[config.mk]
export PLATFORM = sky130hd
export DESIGN_NAME = multicycle_control
export DESIGN_NICKNAME = d
export VERILOG_FILES = /design/src/rtl/multicycle_control.sv
export SDC_FILE = /design/constraint.sdc
export NUM_CORES = 1
export LEC_CHECK = 0
export CORE_MARGIN = 4
export CORE_UTILIZATION = 30
export DETAILED_ROUTE_END_ITERATION = 12
export PLACE_DENSITY = 0.76
export SYNTH_ARGS = -nofsm -noshare
export SYNTH_HDL_FRONTEND = slang
export SYNTH_SLANG_ARGS = --single-unit
[constraint.sdc]
create_clock -name clk -period 1.1 [get_ports clk]
set_input_delay 0.22 -clock clk [delete_from_list [all_inputs] [get_ports clk]]
set_output_delay 0.22 -clock clk [all_outputs]
set_load 0.05 [all_outputs]
[src/rtl/multicycle_control.sv]
// Control FSM for a multicycle CPU: fetch/decode/exec/mem/writeback sequencing and strobe decode.
// Optional retired-instruction counter is built only when RETIRE_COUNT_EN is defined.
module multicycle_control (
    input  logic        clk,
    input  logic        rst,
    input  logic [5:0]  opcode,
    input  logic        branch_taken,
    input  logic        imem_rdy,
    input  logic        dmem_rdy,
    output logic        if_req,
    output logic        ir_we,
    output logic        pc_we,
    output logic        pc_src,
    output logic        mem_rd,
    output logic        mem_wr,
    output logic        mem_to_reg,
    output logic        rf_we,
    output logic        instr_done,
    output logic        halted,
    output logic [2:0]  state,
    output logic [31:0] retired_cnt
);

    typedef enum logic [2:0] {
        S_FETCH  = 3'd0,
        S_DECODE = 3'd1,
        S_EXEC   = 3'd2,
        S_MEM    = 3'd3,
        S_WB     = 3'd4,
        S_RSV5   = 3'd5,
        S_RSV6   = 3'd6,
        S_HALT   = 3'd7
    } state_t;

    typedef enum logic [1:0] {
        C_ALU = 2'b00,
        C_MEM = 2'b01,
        C_BR  = 2'b10,
        C_ILL = 2'b11
    } class_t;

    state_t state_q;
    class_t cls_q;
    logic   store_q;

    // Only the class field and the load/store bit matter to sequencing.
    logic unused_opcode_bits;
    assign unused_opcode_bits = ^opcode[3:1];

    always_ff @(posedge clk or posedge rst) begin
        if (rst) begin
            state_q <= S_FETCH;
            cls_q   <= C_ALU;
            store_q <= 1'b0;
        end else begin
            case (state_q)
                S_FETCH: begin
                    if (imem_rdy)
                        state_q <= S_DECODE;
                end
                S_DECODE: begin
                    cls_q   <= class_t'(opcode[5:4]);
                    store_q <= opcode[0];
                    state_q <= (opcode[5:4] == 2'b11) ? S_HALT : S_EXEC;
                end
                S_EXEC: begin
                    case (cls_q)
                        C_ALU:   state_q <= S_WB;
                        C_MEM:   state_q <= S_MEM;
                        default: state_q <= S_FETCH;
                    endcase
                end
                S_MEM: begin
                    if (dmem_rdy)
                        state_q <= store_q ? S_FETCH : S_WB;
                end
                S_WB:    state_q <= S_FETCH;
                S_HALT:  state_q <= S_HALT;
                default: state_q <= S_FETCH;
            endcase
        end
    end

    // Strobes are gated by rst so memory commands drop the moment reset rises.
    always_comb begin
        if_req     = 1'b0;
        ir_we      = 1'b0;
        pc_we      = 1'b0;
        pc_src     = 1'b0;
        mem_rd     = 1'b0;
        mem_wr     = 1'b0;
        mem_to_reg = 1'b0;
        rf_we      = 1'b0;
        instr_done = 1'b0;
        halted     = 1'b0;
        if (!rst) begin
            case (state_q)
                S_FETCH: begin
                    if_req = 1'b1;
                    ir_we  = imem_rdy;
                    pc_we  = imem_rdy;
                end
                S_EXEC: begin
                    if (cls_q == C_BR) begin
                        pc_we      = branch_taken;
                        pc_src     = 1'b1;
                        instr_done = 1'b1;
                    end
                end
                S_MEM: begin
                    mem_rd     = !store_q;
                    mem_wr     = store_q;
                    instr_done = store_q && dmem_rdy;
                end
                S_WB: begin
                    rf_we      = 1'b1;
                    mem_to_reg = (cls_q == C_MEM) && !store_q;
                    instr_done = 1'b1;
                end
                S_HALT:  halted = 1'b1;
                default: ;
            endcase
        end
    end

    assign state = state_q;

`ifdef RETIRE_COUNT_EN
    logic [31:0] retire_q;

    always_ff @(posedge clk or posedge rst) begin
        if (rst)
            retire_q <= '0;
        else if (instr_done)
            retire_q <= retire_q + 32'd1;
    end

    assign retired_cnt = retire_q;
`else
    assign retired_cnt = '0;
`endif

    a_rd_wr_excl: assert property (@(posedge clk) disable iff (rst) !(mem_rd && mem_wr));
    a_rf_wr_excl: assert property (@(posedge clk) disable iff (rst) !(rf_we && mem_wr));

endmodule

==> metrics <==
global route overflow=0; total track usage=around an eighth; final std cells w/o fill=about 170; Routed WL=roughly 2100 um; kind of end point of the critical path=output pin; RSZ-0062 raised after global routing=true; Netlist Area Pre-Place=roughly 730 um2; # rows=17; Die Y-Extent=between 50 and 60 um; Primary FF master, synth=dfrtp_1; number of global-route vias before repair=approximately 740; biggest cell delay along the critical path=~0.42 ns; Die ar.=approximately 0.0033 mm2; Worst setup SP type=flip-flop; crit path cell chain=and2b_2 -> nand4_1 -> a31oi_4 -> buf_12; Worst R2R Start=state[0]; Hold Buf Count CTS=0; maximum clock frequency=between 500 and 600 MHz; R2R depth=5; crit-path max FO=4; layout cells sized above 1=49.64%; cts bufs inserted=3; CTS sink cnt=6; synthesized flop and latch total=6; FF-to-FF setup slack=-0.52 ns; dpl hpwl=1631 um; I/O pins=56; Die W=between 50 and 60 um; TritonCTS clock tree=yes; Post-DRT Antenna Nets=0; Max-cap violations=0; Syn-to-layout area delta=86.28%; htree depth=1; critical path's slowest cell=dfrtp_2; setup_tns=-7.821 ns; Final Hold Vio Count=0; Power Density=2663 mW/mm2; CP required=a little under 0.9 ns; mean post-synth cell area=7.844 um2; Worst R2R End=cls_q[1]; pin count of the biggest net entering global routing=10; Clock Tree Buf Depth=2; worst min path class=input pin to asynchronous set/reset pin; clk slew on worst S/H paths=roughly 0.05 ns; failing checks=negative setup slack; CTS root buf=clkbuf_4; Syn Inst Count=slightly above 90; Period minus WS final=1.676 ns; Post-synth EDFFs=0; initial antenna violation count=0; leakage power=0.6342 nW; vias after detailed routing=between 700 and 800; drt wl/cell=between 10 and 15 um; antenna diode count=0; DR DRC count=0; sequential cell area fraction in the yosys report=20.58%; placed cell count=157; global-route wire length before repair=about 3200 um; CP Buf/Inv Count=1; ys async rst share=between 90% and 100%; Critical Path AT=about 1.5 ns; core area=between 0.002 and 0.0025 mm2; GP Congestion=a little over 0.8; commonest non-fill, non-tap cell in the layout=conb_1; start-to-end type of the worst setup path=flip-flop to output pin; run status=finished with violations; Worst Skew=about 0.0028 ns; setup ws final=-0.5764 ns; Netlist cell types=29; peak supply drop=between 1500 and 2000 uV; initial cell density of the core=between 30% and 40%; worst skew pair latency=roughly 0.24 ns; part of the cycle the worst path needs=152.4%; vias per cell=4.400; nets@finish=149; First-pass DRT Iterations=4; synth warn=0; drt initial violations=7; Max Slew Vio Count=0; Crit path max-delay family=simple AND/OR/NAND/NOR gates; Port Buf Inserts=20; commonest cells after routing, fill and taps aside=32 x conb_1, 17 x buf_4, 12 x buf_12; Finish-stage setup viols=19
==> metal layers <==
layer	vias to the layer above	wire [um]	global-route usage (%)
met4	0	22	3.642
li1	341	-	-
met5	-	0	0
met1	339	719	13.82
met3	4	186	2.941
met2	42	1216	23.49
==> power by group <==
part | switching [W] | internal (W)
Combinational | 0.00149 | 0.00138
Clock | 0.0000824 | 0.000138
Sequential | 0.000179 | 0.000347
Total | 0.00175 | 0.00187
==> Yosys cell counts (2+ instances only) <==
master | number | area (um2)
mux2_1 | 2 | 22.52
nor2_1 | 4 | 15.01
buf_4 | 33 | 247.7
nand2b_1 | 2 | 12.51
nand2_1 | 8 | 30.03
and2b_1 | 2 | 15.01
nor3_1 | 5 | 25.02
dfrtp_1 | 6 | 150.1
buf_2 | 2 | 10.01
o211ai_1 | 2 | 15.01
nor2b_1 | 2 | 12.51
inv_1 | 2 | 7.510
o21ai_1 | 4 | 20.02
a31oi_1 | 2 | 12.51
a21oi_1 | 2 | 10.01
nor3b_1 | 2 | 15.01
==> worst min-delay path, delay by kind of cell <==
kind / cells / cell delay [ns]
buffers and inverters: 3 / 0.71
==> stage by stage <==
step                      setup slack (ns)  hold slack [ns]  util, %  cell area (um2)  power (W)
after floorplan                     -1.057           0.3425        -            945.9   0.001995
after global placement             -0.5619           0.5520    52.83             1191   0.002837
after detailed placement           -0.5479           0.5695    52.83             1191   0.002904
after CTS                          -0.5685           0.3018    58.21             1313   0.003464
after global routing               -0.6295           0.3343    60.27             1359   0.003825
final                              -0.5764           0.3118    60.27             1359   0.003619
==> worst max path at each step <==
stage | from | to | slack (ns) | cells after the start
after floorplan | state[0] | mem_to_reg | -1.06 | 3
after global placement | rst | mem_to_reg | -0.56 | 4
after detailed placement | rst | mem_to_reg | -0.55 | 4
after CTS | state[2] | instr_done | -0.57 | 4
after global routing | state[0] | ir_we | -0.63 | 4
final | state[2] | instr_done | -0.58 | 4
==> state kept, by name (all words and copies together) (netlist names) <==
name     cells
cls_q        2
state        3
store_q      1
==> timing repair <==
| action | CTS | global route |
|---|---|---|
| resized for setup | 18 | 13 |
| setup buffers | 6 | 0 |
| pin swaps | 8 | 3 |
| setup endpoints to repair | 19 | 19 |
| gates cloned | 0 | 0 |
==> area by class of cell <==
type	instances	area, um2
clock buffers	4	26.28
fillers	196	895.9
inverters	2	7.507
multi-input cells	80	585.6
flip-flops and latches	6	156.4
well taps	28	35.03
repair buffers	45	548.0
==> cell families (layout without fill, tap and decap cells) <==
logic type	Yosys count	after routing	synth area share [%]
flops	6	6	20.58
simple gates	33	33	27.44
other cells	1	32	0.5141
mux	2	2	3.087
buf+inv	38	51	36.88
compound gates	13	13	11.49
No activity file was read; power rests on OpenSTA's default activity.
